File: src/rtl/seq_multiplier.sv
// Sequential shift-and-add unsigned multiplier, one multiplier bit per clock.
// Optional: define SEQ_MULTIPLIER_EARLY_EXIT_EN to finish once the remaining multiplier bits are zero.
module seq_multiplier #(
   parameter int unsigned MAX_WIDTH = 16
) (
   input  logic                   clk,
   input  logic                   rst,
   input  logic                   start_op,
   input  logic [MAX_WIDTH-1:0]   multiplicand,
   input  logic [MAX_WIDTH-1:0]   multiplier,
   output logic [2*MAX_WIDTH-1:0] product,
   output logic                   busy,
   output logic                   done
);

   localparam int unsigned PW    = 2 * MAX_WIDTH;
   localparam int unsigned CNT_W = $clog2(MAX_WIDTH + 1);
   localparam logic [CNT_W-1:0] LAST_CNT = CNT_W'(MAX_WIDTH - 1);

   typedef enum logic [1:0] {
      IDLE = 2'd0,
      CALC = 2'd1,
      DONE = 2'd2
   } state_t;

   state_t               state, state_next;
   logic [PW-1:0]        mcand_q;
   logic [MAX_WIDTH-1:0] mplier_q;
   logic [PW-1:0]        acc_q;
   logic [CNT_W-1:0]     cnt_q;
   logic [PW-1:0]        acc_next;
   logic                 last_iter;

   always_comb begin
      acc_next = acc_q + ({PW{mplier_q[0]}} & mcand_q);
`ifdef SEQ_MULTIPLIER_EARLY_EXIT_EN
      // Remaining multiplier bits all zero means no further partial products.
      last_iter = (cnt_q == LAST_CNT) || ((mplier_q >> 1) == '0);
`else
      last_iter = (cnt_q == LAST_CNT);
`endif
   end

   always_ff @(posedge clk) begin
      if (rst) begin
         state <= IDLE;
      end else begin
         state <= state_next;
      end
   end

   always_comb begin
      state_next = state;
      case (state)
         IDLE:    if (start_op) state_next = CALC;
         CALC:    if (last_iter) state_next = DONE;
         DONE:    state_next = IDLE;
         default: state_next = IDLE;
      endcase
   end

   always_comb begin
      busy = (state != IDLE);
      done = (state == DONE);
   end

   always_ff @(posedge clk) begin
      if (rst) begin
         mcand_q  <= '0;
         mplier_q <= '0;
         acc_q    <= '0;
         cnt_q    <= '0;
         product  <= '0;
      end else begin
         case (state)
            IDLE: begin
               if (start_op) begin
                  mcand_q  <= {{MAX_WIDTH{1'b0}}, multiplicand};
                  mplier_q <= multiplier;
                  acc_q    <= '0;
                  cnt_q    <= '0;
               end
            end
            CALC: begin
               acc_q    <= acc_next;
               mcand_q  <= mcand_q << 1;
               mplier_q <= mplier_q >> 1;
               cnt_q    <= cnt_q + 1'b1;
               if (last_iter) begin
                  product <= acc_next;
               end
            end
            default: begin
            end
         endcase
      end
   end

endmodule
File: config.mk
export PLATFORM = sky130hd
export DESIGN_NAME = seq_multiplier
export DESIGN_NICKNAME = d
export VERILOG_FILES = /design/src/rtl/seq_multiplier.sv
export SDC_FILE = /design/constraint.sdc
export NUM_CORES = 1
export LEC_CHECK = 0
export BUFFER_PORTS_ARGS = -buffer_cell sky130_fd_sc_hd__buf_2
export CAP_MARGIN = 20
export CORE_ASPECT_RATIO = 0.9
export CORE_MARGIN = 2
export CORE_UTILIZATION = 50
export DETAILED_ROUTE_END_ITERATION = 10
export GPL_ROUTABILITY_DRIVEN = 0
export PLACE_DENSITY = 0.76
export SLEW_MARGIN = 0
export SYNTH_ARGS = -nofsm -noshare
export SYNTH_HDL_FRONTEND = slang
export SYNTH_SLANG_ARGS = --single-unit
File: constraint.sdc
create_clock -name clk -period 3.8 [get_ports clk]
set_input_delay 0.76 -clock clk [delete_from_list [all_inputs] [get_ports clk]]
set_output_delay 0.76 -clock clk [all_outputs]
set_load 0.005 [all_outputs]
==> results of run 1 <==
metrics by stage:
| step | power, mW | hold slack [ns] | instances | setup WS, ns |
|---|---|---|---|---|
| after detailed placement | 1.57 | 0.442 | 993 | 0.462 |
| final | 3.37 | 0.445 | 1026 | 0.364 |
| after floorplan | 1.50 | 0.430 | 816 | 1.04 |
| after global placement | 1.57 | 0.438 | 993 | 0.599 |
| after CTS | 3.38 | 0.450 | 1025 | 0.410 |
| after global routing | 3.47 | 0.474 | 1026 | 0.168 |
cells by family (layout without fill, tap and decap cells):
group	after synthesis	count (layout)	share of synthesized area
compound gates	268	268	0.285
xor+xnor	29	29	0.0383
fa+ha+maj	34	34	0.0652
buf+inv	70	116	0.0409
flops	119	119	0.359
mux	2	2	0.00396
simple gates	294	294	0.208
worst paths after layout:
path	to	slack (ns)	depth (start not counted)
setup / recovery	product[29]	0.36	9
hold reg to reg	product[21]	0.44	2
hold / removal	product[21]	0.44	2
setup reg to reg	product[29]	0.36	9
power by group:
part	internal (mW)	total, mW	switching, mW
Clock	1.25	1.82	0.567
Sequential	1.29	1.32	0.0373
Combinational	0.0964	0.226	0.130
Total	2.63	3.37	0.734
area by class of cell:
cell class                      instances  area (sq um)
Clock inverter                          7           163
Tap cell                              164           205
Inverter                                8          30.0
Clock buffer                           25           505
Fill cell                            1146          5140
Sequential cell                       119          2380
Multi-Input combinational cell        627          3990
Timing Repair Buffer                   76           420
state kept, by name, indices dropped and copies added (netlist names):
register	count
product	32
mplier_q	16
state	2
cnt_q	5
mcand_q	32
acc_q	32
placed cells by master, fill, tap and decap left out, types with 3 or more instances in the layout:
cell type | netlist | routed
nor2b_1 | 34 | 33
a31oi_1 | 8 | 8
o21a_1 | 9 | 9
nand2b_1 | 4 | 4
dfxtp_1 | 119 | 118
o211ai_1 | 3 | 3
o21ai_1 | 7 | 7
and4_1 | 3 | 3
nand3_1 | 11 | 11
a21o_1 | 6 | 6
o31ai_1 | 3 | 3
xor2_1 | 15 | 15
nand4_1 | 5 | 5
ha_1 | 33 | 33
o21bai_1 | 3 | 3
a21boi_0 | 3 | 3
and3_1 | 5 | 5
buf_2 | 7 | 68
nand2_1 | 83 | 83
clkbuf_16 | 0 | 17
nor3_1 | 6 | 6
a211oi_1 | 12 | 12
and2_1 | 34 | 34
clkbuf_1 | 52 | 3
clkbuf_8 | 0 | 5
o221a_2 | 31 | 31
o21ai_0 | 27 | 27
buf_4 | 0 | 7
inv_1 | 8 | 8
a22o_1 | 12 | 12
a21oi_1 | 91 | 91
bufinv_16 | 0 | 5
xnor2_1 | 14 | 14
a22oi_1 | 30 | 30
nor2_1 | 99 | 98
critical path, cell delays in order (launching register included):
cell and delay, ns:
dfxtp_1 0.94, and2_1 0.24, ha_1 0.25, a211oi_1 0.15, o31ai_1 0.33, a221oi_2 0.16
o41ai_2 0.55, a21oi_1 0.13, a311oi_1 0.37, a211oi_1 0.16
layer usage:
layer	wire [um]	global-route usage	vias to the layer above
met5	0	0	-
met4	325	0.0815	0
met3	1120	0.0591	31
met2	6860	0.337	186
met1	8460	0.352	2737
li1	-	-	3008
==> flow_summary.ini, run 1 <==
[final_layout]
fin_nets = 918
utilization = 0.600
drive_gt1_frac = 0.175
area_growth_pct = 15.9
antennaDiodeCount = 0
final_area_sq_mm = 0.00770

[synth]
ys_seq_area_frac = 0.359
yosysWarnings = 0
synth_top_flop_cell = dfxtp_1
async_flop_share = 0
synth_area_sq_mm = 0.00664
ys_top_cells_by_area = dfxtp_1 (36%), a21oi_1 (6.9%), ha_1 (6.2%)
ys_top_cells_by_count = dfxtp_1 (119), nor2_1 (99), a21oi_1 (91), nand2_1 (83), clkbuf_1 (52)
syn-instance-count = 816
synth_largest_area_cell = dfxtp_1
yosysMostFrequentCell = dfxtp_1
synth_enable_flop_cells = 0
postSynthRegisterBits = 119
avgSynthCellArea_sq_um = 8.14
synth_top_area_frac = 0.359
synth.distinct_cells = 63
synthesis.nets = 885

[critical_path]
cp_max_fo = 33
r2r-start = mplier_q[0]
crit_path_start_kind = flop
worstPathArrival_ns = 3.69
critPathKind = reg2reg
critPathRequiredTime_ns = 4.05
end_kind = flop
critPathLaunch = mplier_q[0]

[run_status]
outcome = finished, final reports clean

[cts]
postCtsHoldBufs = 0
clkLatencyLatePin_ns = 0.42
clk_path_buf_depth = 2
htreeDepth = 4
clock-sinks = 119
cts_tree = yes
clockRootBuffer = clkbuf_16
cts.repair.resized = 0
clkSlewWorstSetupHoldPaths_ns = 0.06
numCtsBuffers = 17
cts_setup_buffers = 0

[global_routing]
grt_max_degree = 68
overflow = 0
grt.total_usage = 0.238
grt_first_pass_wirelength_mm = 27.4
grt_pass1_vias = 5357
antenna_found_initial = 0

[drt]
drc_errors = 0
drt-total-wl_mm = 16.8
wire_per_inst_um = 16.3
viasPerCell = 5.81
drt_iter0_drc = 514
vias = 5962
drt-pass1-iter-count = 5
ant_nets = 0

[placed_design]
detailed_place_hpwl_mm = 11.5
place_area_sq_mm = 0.00700
portBuffers = 68

[floorplanning]
core_sq_mm = 0.0128
ios = 69
die_h_um = 113
start_util = 0.517
die_w_um = 125
rows = 39
die_area_sq_mm = 0.0142

[timing]
setup-violations-final = 0
relSlewSlack = 0.351
slew_viol_final = 0
max_slew.worst_pin.slew_ns = 0.972
skew_ns = 0.00919
fin_crit_sh = 0.904
hold_viol_final = 0
fin_setup_tns_ns = 0
post-route-min-period_ns = 3.44
rsz0062_at_grt = false
fmax_ghz = 0.291

[run]
cap_violations = 0

[power]
power.leakage_nw = 3.26
power_density_mw_per_mm2 = 437
peakVddDrop_mv = 0.306

[hold_path]
hp-class = reg2reg
worst_hold_startpoint = product[21]
No activity file was read; power rests on OpenSTA's default activity.
==> inputs of run 2 (changes only) <==
- REMOVE_ABC_BUFFERS: default -> 1
==> flow_summary.ini, run 2 (synthesized netlist as in run 1, its figures left out) <==
[floorplanning]
rows = 39
ios = 69
start_util = 0.517
core_sq_mm = 0.0128
die_area_sq_mm = 0.0142
die_h_um = 113
die_w_um = 125

[drt]
wire_per_inst_um = 16.4
m1WireLength_mm = 7.92
met3_length_mm = 1.19
drt_iter0_drc = 356
highest_layer = met4
viasPerCell = 5.91
drt-pass1-iter-count = 6
drc_errors = 0
wl_met2_mm = 7.51
drt-total-wl_mm = 16.9
ant_nets = 0
vias = 6103

[critical_path]
critPathKind = reg2reg
path_common_cell = a211oi_1
cp_top_family = compound AO/OA/AOI/OAI gates
critPathRequiredTime_ns = 4.09
cp_max_fo = 21
crit_chain = buf_4 > and2_1 > ha_1 > a211oi_1 > o221a_2 > o21ai_1 > a211oi_1 > a21oi_1 > xnor2_1 > o21ai_0
crit_path_start_kind = flop
cp_slowest_cell = a211oi_1
cpPeakStageDelay_ns = 0.50
worstPathArrival_ns = 3.37
end_kind = flop
cp_num_buf_inv = 1

[final_layout]
seqCellArea_sq_mm = 0.00238
final_cell_mix = dfxtp_1 (118), nor2_1 (97), a21oi_1 (91), nand2_1 (83), buf_2 (68)
antennaDiodeCount = 0
final_common_cell = dfxtp_1
fin_nets = 924
utilization = 0.600
drive_gt1_frac = 0.185
layout.cells.non_filler = 1032
area_growth_pct = 16.0
largest_registers = acc_q x32, mcand_q x32, product x32
fillers = 1180
multiInputGateArea_sq_mm = 0.00399

[placed_design]
post-place-ws_ns = 0.815
dp_cells = 1000
portBuffers = 68
detailed_place_hpwl_mm = 11.4

[power]
p_int_mw = 2.53
power_frac_seq = 0.396
clkPwrFrac = 0.531
peakVddDrop_mv = 0.307
sw_frac_of_total = 0.237
netSwitchingPower_mw = 0.785
power_density_mw_per_mm2 = 430
combPwrFrac = 0.073
power.leakage_nw = 3.26

[global_routing]
grt_max_degree = 62
grt.total_usage = 0.242
antenna_found_initial = 0
grt_first_pass_wirelength_mm = 28.3
grt_pass1_vias = 5844
overflow = 0

[timing]
max_slew.worst_pin.slew_ns = 0.973
fmax_ghz = 0.325
fin_setup_tns_ns = 0
slew_viol_final = 0
hold_viol_final = 0
post-route-min-period_ns = 3.08
rsz0062_at_grt = false
skew_ns = 0.0101
layout_setup_ws_ns = 0.725
relSlewSlack = 0.350
fin_crit_sh = 0.809
setup-violations-final = 0

[hold_path]
hp-class = reg2reg

[cts]
clkSlewWorstSetupHoldPaths_ns = 0.06
clk_path_buf_depth = 2
htreeDepth = 4
clock-sinks = 119
clkLatencyLatePin_ns = 0.42
numCtsBuffers = 17
cts.repair.resized = 0
cts_tree = yes
clockRootBuffer = clkbuf_16
postCtsHoldBufs = 0
cts_setup_buffers = 0

[run_status]
outcome = finished, final reports clean

[run]
cap_violations = 0
[run 2: cell types whose count changed in the layout (fill, tap and decap cells not counted), moves of 2 or more]
cell,before,now
inv_6,0,4
buf_4,7,14
clkbuf_1,3,0
clkinv_4,0,2
clkbuf_8,5,2
[run 2: power by group through the flow]
stage	Clock, mW	Combinational [mW]	Sequential [mW]
3_5_place_dp	0	0.239	1.34
5_1_grt	1.83	0.268	1.31
4_1_cts	1.78	0.241	1.31
2_1_floorplan	0	0.143	1.34
3_3_place_gp	0	0.234	1.34
6_report	1.76	0.241	1.31
[run 2: final timing paths]
| check | from | endpoint | slack, ns | cells past startpoint |
|---|---|---|---|---|
| worst max-delay path | mplier_q[0] | acc_q[25] | 0.72 | 10 |
| worst min-delay path | product[17] | product[17] | 0.45 | 2 |
| worst max register to register | mplier_q[0] | acc_q[25] | 0.72 | 10 |
| worst min register to register | product[17] | product[17] | 0.45 | 2 |
[run 2: final cells by class]
| class | instances | area share |
|---|---|---|
| Sequential cell | 119 | 0.309 |
| Tap cell | 164 | 0.0266 |
| Multi-Input combinational cell | 627 | 0.518 |
| Clock buffer | 19 | 0.0588 |
| Timing Repair Buffer | 82 | 0.0578 |
| Clock inverter | 13 | 0.0250 |
| Inverter | 8 | 0.00390 |
[run 2: worst register-to-register path, cell delays in order, from the launching register on]
cell and delay [ns]:
dfxtp_1 0.31, buf_4 0.19, and2_1 0.16, ha_1 0.34, a211oi_1 0.39, o221a_2 0.31, o21ai_1 0.14, a211oi_1 0.50
a21oi_1 0.17, xnor2_1 0.31, o21ai_0 0.13
[run 2: stage by stage]
stage	power [mW]	hold WS, ns	area, sq um
6_report	3.31	0.448	7700
4_1_cts	3.33	0.451	7700
3_5_place_dp	1.58	0.443	7060
2_1_floorplan	1.48	0.430	6400
5_1_grt	3.42	0.469	7700
3_3_place_gp	1.57	0.441	7060
[run 2: layer usage]
metal	GRT usage	vias up
met1	0.326	2864
met4	0.0852	0
met5	0	-
met2	0.374	203
li1	-	3008
met3	0.0652	28
